$ cat src/rtl/cpu_pkg.sv
// cpu_pkg -- shared definitions for the CPU multiply/divide unit.
// Holds the operand width default, the op_i encodings and the
// mul_div_unit FSM state encoding.
package cpu_pkg;

  localparam int WIDTH_DEFAULT = 32;

  // op_i encodings: bit 1 selects divide, bit 0 selects unsigned
  localparam logic [1:0] OP_MULT  = 2'b00;
  localparam logic [1:0] OP_MULTU = 2'b01;
  localparam logic [1:0] OP_DIV   = 2'b10;
  localparam logic [1:0] OP_DIVU  = 2'b11;

  // FSM state encoding
  localparam logic [1:0] ST_IDLE = 2'd0;
  localparam logic [1:0] ST_MUL  = 2'd1;
  localparam logic [1:0] ST_DIV  = 2'd2;
  localparam logic [1:0] ST_DONE = 2'd3;

endpackage

$ cat src/rtl/mul_div_unit.sv
// mul_div_unit -- iterative HI/LO multiply/divide unit.
// Radix-2 shift-add multiply and restoring divide on operand magnitudes,
// one bit per cycle, WIDTH iterations per operation, with sign fix-up
// applied as the result is written into HI/LO.
// Ports:
//   clk_i      clock, rising edge
//   rst_i      synchronous active-low reset
//   start_i    begin operation op_i (accepted in IDLE only)
//   op_i       00 MULT, 01 MULTU, 10 DIV, 11 DIVU
//   rs_data_i  operand A (multiplicand / dividend, also move data)
//   rt_data_i  operand B (multiplier / divisor)
//   mthi_i     write rs_data_i into HI (IDLE/DONE only)
//   mtlo_i     write rs_data_i into LO (IDLE/DONE only)
//   hi_o/lo_o  HI/LO registers
//   busy_o     high while iterating
//   done_o     one-cycle pulse when HI/LO hold a new result
module mul_div_unit
  import cpu_pkg::*;
#(
  parameter int WIDTH = WIDTH_DEFAULT
) (
  input  logic             clk_i,
  input  logic             rst_i,
  input  logic             start_i,
  input  logic [1:0]       op_i,
  input  logic [WIDTH-1:0] rs_data_i,
  input  logic [WIDTH-1:0] rt_data_i,
  input  logic             mthi_i,
  input  logic             mtlo_i,
  output logic [WIDTH-1:0] hi_o,
  output logic [WIDTH-1:0] lo_o,
  output logic             busy_o,
  output logic             done_o
);

  logic [1:0]         state_reg;
  logic [5:0]         count_reg;
  logic [WIDTH-1:0]   hi_reg, lo_reg;
  logic [WIDTH-1:0]   a_reg;        // raw operand A, needed for divide-by-zero
  logic [WIDTH-1:0]   b_mag_reg;    // |B|: addend for multiply, divisor for divide
  logic [2*WIDTH-1:0] acc_reg;      // {partial product | remainder, multiplier | quotient}
  logic               neg_res_reg;  // operand signs differ on a signed op
  logic               neg_rem_reg;  // dividend negative on a signed op
  logic               div_zero_reg;

  // Operand magnitudes at start
  logic             signed_op;
  logic [WIDTH-1:0] a_mag, b_mag;
  assign signed_op = ~op_i[0];
  assign a_mag = (signed_op && rs_data_i[WIDTH-1]) ? -rs_data_i : rs_data_i;
  assign b_mag = (signed_op && rt_data_i[WIDTH-1]) ? -rt_data_i : rt_data_i;

  // Multiply step: add B into the upper half when the current multiplier
  // bit (acc LSB) is set, then shift the whole accumulator right.
  logic [WIDTH:0]     mul_sum;
  logic [2*WIDTH-1:0] mul_next;
  assign mul_sum  = {1'b0, acc_reg[2*WIDTH-1:WIDTH]} +
                    (acc_reg[0] ? {1'b0, b_mag_reg} : {(WIDTH+1){1'b0}});
  assign mul_next = {mul_sum, acc_reg[WIDTH-1:1]};

  // Restoring divide step: shift the next dividend bit into the remainder,
  // subtract the divisor if it fits, shift the quotient bit in at the bottom.
  logic [WIDTH:0]     rem_shift, div_diff;
  logic               div_fits;
  logic [WIDTH-1:0]   new_rem;
  logic [2*WIDTH-1:0] div_next;
  assign rem_shift = {acc_reg[2*WIDTH-1:WIDTH], acc_reg[WIDTH-1]};
  assign div_diff  = rem_shift - {1'b0, b_mag_reg};
  assign div_fits  = (rem_shift >= {1'b0, b_mag_reg});
  assign new_rem   = div_fits ? div_diff[WIDTH-1:0] : rem_shift[WIDTH-1:0];
  assign div_next  = {new_rem, acc_reg[WIDTH-2:0], div_fits};

  logic [2*WIDTH-1:0] step_next;
  assign step_next = (state_reg == ST_DIV) ? div_next : mul_next;

  // Final result, valid on the last iteration cycle
  logic [2*WIDTH-1:0] mul_prod;
  logic [WIDTH-1:0]   quot, rem, res_hi, res_lo;
  assign mul_prod = neg_res_reg ? -step_next : step_next;
  assign quot     = neg_res_reg ? -step_next[WIDTH-1:0] : step_next[WIDTH-1:0];
  assign rem      = neg_rem_reg ? -step_next[2*WIDTH-1:WIDTH]
                                :  step_next[2*WIDTH-1:WIDTH];

  always_comb begin
    res_hi = mul_prod[2*WIDTH-1:WIDTH];
    res_lo = mul_prod[WIDTH-1:0];
    if (state_reg == ST_DIV) begin
      // Divide by zero leaves A in HI unmodified and all ones in LO
      res_hi = div_zero_reg ? a_reg : rem;
      res_lo = div_zero_reg ? {WIDTH{1'b1}} : quot;
    end
  end

  logic last_iter, iterating, move_ok;
  assign iterating = (state_reg == ST_MUL) || (state_reg == ST_DIV);
  assign last_iter = iterating && (count_reg == 6'(WIDTH - 1));
  assign move_ok   = (state_reg == ST_IDLE) || (state_reg == ST_DONE);

  always_ff @(posedge clk_i) begin
    if (!rst_i) begin
      state_reg    <= ST_IDLE;
      count_reg    <= '0;
      hi_reg       <= '0;
      lo_reg       <= '0;
      a_reg        <= '0;
      b_mag_reg    <= '0;
      acc_reg      <= '0;
      neg_res_reg  <= 1'b0;
      neg_rem_reg  <= 1'b0;
      div_zero_reg <= 1'b0;
    end else begin
      case (state_reg)
        ST_IDLE: begin
          if (start_i) begin
            state_reg    <= op_i[1] ? ST_DIV : ST_MUL;
            count_reg    <= '0;
            a_reg        <= rs_data_i;
            b_mag_reg    <= b_mag;
            acc_reg      <= {{WIDTH{1'b0}}, a_mag};
            neg_res_reg  <= signed_op && (rs_data_i[WIDTH-1] ^ rt_data_i[WIDTH-1]);
            neg_rem_reg  <= signed_op && rs_data_i[WIDTH-1];
            div_zero_reg <= (rt_data_i == '0);
          end
        end
        ST_MUL, ST_DIV: begin
          acc_reg   <= step_next;
          count_reg <= count_reg + 6'd1;
          if (last_iter) begin
            state_reg <= ST_DONE;
          end
        end
        default: begin
          state_reg <= ST_IDLE;
        end
      endcase

      // Moves and result write-back occur in disjoint states
      if (move_ok && mthi_i) begin
        hi_reg <= rs_data_i;
      end
      if (move_ok && mtlo_i) begin
        lo_reg <= rs_data_i;
      end
      if (last_iter) begin
        hi_reg <= res_hi;
        lo_reg <= res_lo;
      end
    end
  end

  assign hi_o   = hi_reg;
  assign lo_o   = lo_reg;
  assign busy_o = iterating;
  assign done_o = (state_reg == ST_DONE);

endmodule

$ cat config.mk
export PLATFORM = sky130hd
export DESIGN_NAME = mul_div_unit
export DESIGN_NICKNAME = d
export VERILOG_FILES = /design/src/rtl/cpu_pkg.sv /design/src/rtl/mul_div_unit.sv
export SDC_FILE = /design/constraint.sdc
export NUM_CORES = 1
export LEC_CHECK = 0
export CORE_UTILIZATION = 40
export DETAILED_ROUTE_END_ITERATION = 7
export PLACE_DENSITY = 0.62
export SLEW_MARGIN = 20
export SYNTH_ARGS = -nofsm -noshare
export SYNTH_HDL_FRONTEND = slang
export SYNTH_SLANG_ARGS = --single-unit
$ cat constraint.sdc
create_clock -name clk_i -period 5.75 [get_ports clk_i]
set_clock_uncertainty 0.1 [all_clocks]
set_input_delay 1.15 -clock clk_i [delete_from_list [all_inputs] [get_ports clk_i]]
set_output_delay 1.15 -clock clk_i [all_outputs]
set_load 0.01 [all_outputs]
Yosys cells after proc, flatten, opt, wreduce, memory -nomap -nowiden. Index checks and enable logic that the tools add are counted.

Flip-flop bits (word level): 203. Bits of input ports: 71. Word-level logic and storage cells: 68.

Add/subtract/negate cells: 8. Order comparisons: 1. Equality and inequality tests: 6. Multiplexer cells: 24. Bitwise gates (word level): 2. Reduce and logical (&&, ||, !) cells: 17.

Operator list (count): $mux W32 (14); $mux W64 (3); $neg A32 Y32 (4); $pmux W64 S2 (1); $neg A64 Y64 (1); $add A32 B32 Y33 (1); $ge A33 B32 Y1 (1); $logic_not A32 Y1 (1); $sub A32 B32 Y32 (1); $pmux W6 S2 (1); $add A6 B1 Y6 const B (1); $eq A6 B5 Y1 const B (1); $logic_and A1 B1 Y1 (6); $mux W2 (3); $mux W6 (1); $reduce_and A2 Y1 (3); $reduce_bool A2 Y1 (3); $eq A2 B2 Y1 const B (2); $ne A2 B2 Y1 const B (2); $pmux W2 S2 (1); $eq A2 B1 Y1 const B (1); $logic_not A2 Y1 (1); $logic_or A1 B1 Y1 (2); $reduce_or A2 Y1 (1); other kinds (2) (2).

Depth between registers and ports, before layout.
Depth in word-level cells: 8. Depth in mapped cells: 25. Gate-level depth less buffers: 22.

Worst setup path after synthesis. No wires, ideal clock.

Kind: flip-flop to flip-flop. Start point: reg state_reg[0]. End point: reg hi_reg[24] (netlist: hi_o[24]). Library setup time: 0.095 ns. Arrival: 5.449 ns. Data required time: 5.555 ns. Setup slack: 0.106 ns. Stages on the path, launching flop included: 22. Period minus slack after synthesis: 5.644 ns. Cell sequence: dfxtp_1 > inv_1 > ha_1 > clkbuf_1 > clkbuf_1 > clkbuf_1 > buf_1 > clkbuf_1 > buf_1 > buf_1 > mux2_2 > inv_1 > ha_1 > o2111ai_1 > or4_1 > or2_2 > or3_1 > clkbuf_1 > o31ai_1 > xor2_1 > o21ai_1 > a221oi_1.

Cells in the longest elaborated chain, start to end: 7. Elaborated cells on any way between the ends: 17. Those cells by class: add/sub (2); eq/ne (3); mux (6); reduce/logical (6).

RTL lines: from (decl) (RTL line mul_div_unit.sv:36) `logic [1:0] state_reg;`; from (signal assigned) (RTL line mul_div_unit.sv:115) `state_reg <= op_i[1] ? ST_DIV : ST_MUL;`; $eq A2 B2 Y1 (RTL line mul_div_unit.sv:74, mul_div_unit.sv:87, mul_div_unit.sv:95); $mux W64 (RTL line mul_div_unit.sv:74) `assign step_next = (state_reg == ST_DIV) ? div_next : mul_next;`; $neg A32 Y32 (RTL line mul_div_unit.sv:81) `assign rem = neg_rem_reg ? -step_next[2*WIDTH-1:WIDTH]`; $mux W32 (RTL line mul_div_unit.sv:81); $mux W32 (RTL line mul_div_unit.sv:89) `res_hi = div_zero_reg ? a_reg : rem;`; $mux W32 (RTL line mul_div_unit.sv:87) `if (state_reg == ST_DIV) begin`; $mux W32 (RTL line mul_div_unit.sv:144) `if (last_iter) begin`; to (signal assigned) (RTL line mul_div_unit.sv:139) `hi_reg <= rs_data_i;`; to (signal assigned) (RTL line mul_div_unit.sv:145) `hi_reg <= res_hi;`; to (decl) (RTL line mul_div_unit.sv:38) `logic [WIDTH-1:0] hi_reg, lo_reg;`.

Parallel ways exist; a longest one is shown, timed or not. A chain may end at the register's enable or synchronous reset.

Worst setup path in the final report.
Start point: reg b_mag_reg[10]. End point: reg hi_reg[26] (netlist: hi_o[26]).

Cells in the longest elaborated chain, start to end: 8. Elaborated cells on any way between the ends: 13. Those cells by class: add/sub (4); order compare (1); mux (8).

RTL lines: from (decl) (RTL line mul_div_unit.sv:40) `logic [WIDTH-1:0] b_mag_reg;`; from (signal assigned) (RTL line mul_div_unit.sv:118) `b_mag_reg <= b_mag;`; $mux W32, or another cell as far along (RTL line mul_div_unit.sv:58) `(acc_reg[0] ? {1'b0, b_mag_reg} : {(WIDTH+1){1'b0}});`; $add A32 B32 Y33 / $mux W32 (equally long branches) (RTL line mul_div_unit.sv:57, mul_div_unit.sv:70); $mux W64 * (RTL line mul_div_unit.sv:74); $neg A32 Y32 (RTL line mul_div_unit.sv:81); $mux W32 (RTL line mul_div_unit.sv:81); $mux W32 (RTL line mul_div_unit.sv:89); $mux W32 * (RTL line mul_div_unit.sv:87); $mux W32 * (RTL line mul_div_unit.sv:144).

Every way passes the cells marked *; elsewhere a longest branch is shown, timed or not.

==> flow_metrics.env <==
export IMPL_global_routing_usage_summed_across_all_routing_layers=0.313
export IMPL_synthFlopType="dfxtp_1"
export IMPL_floorplan_core_area_um2=42200
export IMPL_place_ws_ns=0.0847
export IMPL_multi_input_area_um2=12500
export IMPL_critical_path_max_stage_delay_ns=0.81
export IMPL_die_area_um2=44000
export IMPL_post_route_util=0.485
export IMPL_worst_setup_hold_path_clk_slew_ns=0.07
export IMPL_flow_area_growth_from_synthesis_pct=18.6
export IMPL_rsz0062_at_grt="true"
export IMPL_avgViaCountPerCell=6.20
export IMPL_drt_met1_wl_mm=30.6
export IMPL_wire_length_of_the_first_global_routing_pass_mm=107
export IMPL_cell_type_with_the_largest_total_area_after_synthesis="dfxtp_1"
export IMPL_drt_pass1_iterations=6
export IMPL_worst_ir_drop_vdd_mv=0.315
export IMPL_synth_seq_area_share=0.235
export IMPL_vias_in_the_first_global_route=17875
export IMPL_regToRegStartpoint="b_mag_reg[10]$_SDFFE_PN0P_"
export IMPL_max_cap_violations=0
export IMPL_grt_start_max_net_pins=122
export IMPL_critical_path_buf_inv_count=3
export IMPL_final_hold_violation_count=0
export IMPL_largest_register_ff_count=64
export IMPL_die_width_um=210
export IMPL_crit_path_cell_trace="inv_1 -> ha_4 -> nand4_2 -> or4_4 -> nor4_4 -> o31a_1 -> buf_6 -> o21ai_0 -> a21oi_2 -> ha_2 -> inv_1 -> or4_4 -> or4b_4 -> or4b_2 -> o211ai_1 -> o31ai_1 -> a21oi_1 -> a22o_1"
export IMPL_grt_antenna_before_repair=0
export IMPL_timing_reg2reg_worst_path_depth=18
export IMPL_final_weighted_congestion_in_routability_driven_placement=0.997
export IMPL_worst_path_max_delay_cell="or4b_2"
export IMPL_met2_length_mm=31.2
export IMPL_clock_tree_buffer_depth=3
export IMPL_dp_final_hpwl_mm=52.7
export IMPL_drcViolationCount=0
export IMPL_cts_htree_levels=1
export IMPL_power_density_nw_per_um2=480
export IMPL_post_synth_inst_count=2412
export IMPL_timing_critical_path_fanout_max=7
export IMPL_share_seq_of_total_power=0.203
export IMPL_seqCellArea_um2=4070
export IMPL_timing_critical_path_from_type="register"
export IMPL_clk_insertion_delay_late_ns=0.57
export IMPL_whs_path_depth=2
export IMPL_wl_per_cell_um=23.0
export IMPL_cellInternalPower_uw=4930
export IMPL_final_period_utilization=0.977
export IMPL_start_util=0.409
export IMPL_route_vias_total=18993
export IMPL_hold_path_class="register to register"
export IMPL_mappedNetlistArea_um2=17300
export IMPL_cts_tree="done"
export IMPL_p_comb_frac=0.619
export IMPL_postSynthAreaPerCell_um2=7.16
export IMPL_overflow=0
export IMPL_synthesis_yosys_warnings=0
export IMPL_drt_total_wl_mm=70.4
export IMPL_final_nets=2647
export IMPL_timing_worst_setup_path_type="register to register"
export IMPL_floorplan_rows=75
export IMPL_worst_path_stages=18
export IMPL_clockRootBuffer="clkbuf_16"
export IMPL_hold_path_startpoint="lo_o[16]$_SDFFE_PN0P_"
export IMPL_report_final_setup_viol=0
export IMPL_power_static_leakage_uw=0.00767
export IMPL_ys_async_sr_fraction=0
export IMPL_top_signal_layer_used="met4"
export IMPL_place_port_buffers=136
export IMPL_drive_above_1_share=0.0884
export IMPL_layout_commonest_cell="nand2_1"
export IMPL_status="finished clean"
export IMPL_postSynthNetCount=2557
export IMPL_fin_setup_tns_ns=0
export IMPL_setup_slack_ns=0.134
export IMPL_met3_wirelength_mm=5.52
export IMPL_area_share_of_the_largest_cell_type_after_synthesis=0.235
export IMPL_timing_slew_headroom=0.283
export IMPL_switching_share_of_power=0.498
export IMPL_dieHeight_um=210
export IMPL_crit_required_ns=6.16
export IMPL_netlist_top_cells_area="dfxtp_1 24%, nand2_1 8.4%, a21oi_1 6.7%"
export IMPL_dr_first_iter_drc_count=1925
export IMPL_p_switching_uw=4890
export IMPL_worst_slew_pin_transition_ns=1.08
export IMPL_critPathLaunch="b_mag_reg[10]$_SDFFE_PN0P_"
export IMPL_antenna_cells=0
export IMPL_synth_enable_flop_cells=0
export IMPL_finalCriticalPeriod_ns=5.62
export IMPL_layout_cells_most_common_list="386 x nand2_1, 228 x a21oi_1, 200 x dfxtp_1, 199 x nor2_1, 137 x o21ai_0"
export IMPL_critical_path_top_delay_family="simple AND/OR/NAND/NOR gates"
export IMPL_ys_ff_latch=203
export IMPL_pin_count=137
export IMPL_timing_critical_path_to_type="register"
export IMPL_cts_inserted_buffers=26
export IMPL_clock_power_share=0.179
export IMPL_final_max_slew_viol_count=0
export IMPL_cp_arrival_ns=6.02
export IMPL_drt_antenna_violating_nets=0
export IMPL_clock_fmax_mhz=178
export IMPL_final_fill_count=4259
export IMPL_clock_sink_count=203
export IMPL_post_synth_cell_types=94
[cell families (layout without fill, tap and decap cells)]
kind of cell,after synthesis,in the layout,share of synthesized area
xor+xnor,173,173,0.0878
compound gates,762,762,0.293
simple gates,907,908,0.244
buf+inv,238,347,0.0531
fa+ha+maj,74,74,0.0545
mux,55,55,0.0325
flops,203,203,0.235
[synthesized netlist by cell type, types with 15 or more instances]
master	n
mux2i_1	46
a211oi_1	39
and3_1	18
inv_1	70
ha_1	72
nor3_1	52
dfxtp_1	203
a21oi_1	230
nor2_1	200
xnor2_1	76
nand4_1	21
or3_1	34
or2_2	18
nand3_1	34
nor4_1	26
a21o_1	16
o211ai_1	60
o221ai_1	46
o31ai_1	22
nand2_1	387
and2_1	40
o21a_1	21
a31oi_1	24
nand2b_1	19
clkbuf_1	139
buf_1	15
a22oi_1	30
xor2_1	97
o21ai_0	137
nor2b_1	16
[repair_timing]
item | 4_1_cts | 5_1_grt
resized for setup | 0 | 33
endpoints found under the setup margin | 0 | 7
buffers inserted | 0 | 7
hold buffers | 0 | 0
[worst reg2reg max path, cell delays in order (launching register included)]
cell      delay (ns)
dfxtp_1         0.34
inv_1           0.07
ha_4            0.31
nand4_2         0.16
or4_4           0.58
nor4_4          0.33
o31a_1          0.31
buf_6           0.15
o21ai_0         0.13
a21oi_2         0.22
ha_2            0.21
inv_1           0.07
or4_4           0.55
or4b_4          0.59
or4b_2          0.81
o211ai_1        0.22
o31ai_1         0.09
a21oi_1         0.16
a22o_1          0.14
[metal layers]
layer,vias to the layer above,track usage
met2,831,0.494
met5,-,0
li1,8938,-
met4,0,0.120
met3,181,0.0459
met1,9043,0.429
[per-stage QoR]
step / total power [uW] / instance area, um2 / hold WS [ns] / std cells
CTS: 9590 / 20200 / 0.350 / 3053
floorplan: 5830 / 17300 / 0.331 / 2412
detailed placement: 7800 / 19300 / 0.342 / 3005
global route: 10400 / 20500 / 0.370 / 3061
finish: 9830 / 20500 / 0.348 / 3061
global placement: 7770 / 19300 / 0.338 / 3005
[power by group through the flow]
| stage | clock network (uW) | logic (uW) | registers, uW |
|---|---|---|---|
| CTS | 1780 | 5820 | 1990 |
| finish | 1750 | 6080 | 1990 |
| global route | 1830 | 6540 | 2030 |
| global placement | 0 | 5760 | 2010 |
| detailed placement | 0 | 5790 | 2020 |
| floorplan | 0 | 3880 | 1960 |
[worst paths after layout]
path                                              end  slack, ns
worst max register to register  hi_o[26]$_SDFFE_PN0P_       0.13
worst min-delay path            lo_o[16]$_SDFFE_PN0P_       0.35
worst min register to register  lo_o[16]$_SDFFE_PN0P_       0.35
worst max-delay path            hi_o[26]$_SDFFE_PN0P_       0.13
[layout make-up]
| cell class | instances | area share |
|---|---|---|
| clock buffer | 36 | 0.0381 |
| clock inverter | 12 | 0.00574 |
| inverter | 72 | 0.0134 |
| multi-input combinational | 1972 | 0.610 |
| sequential | 203 | 0.199 |
| tap | 539 | 0.0329 |
| timing repair buffer | 227 | 0.101 |
(Power assumes the default switching activity.)
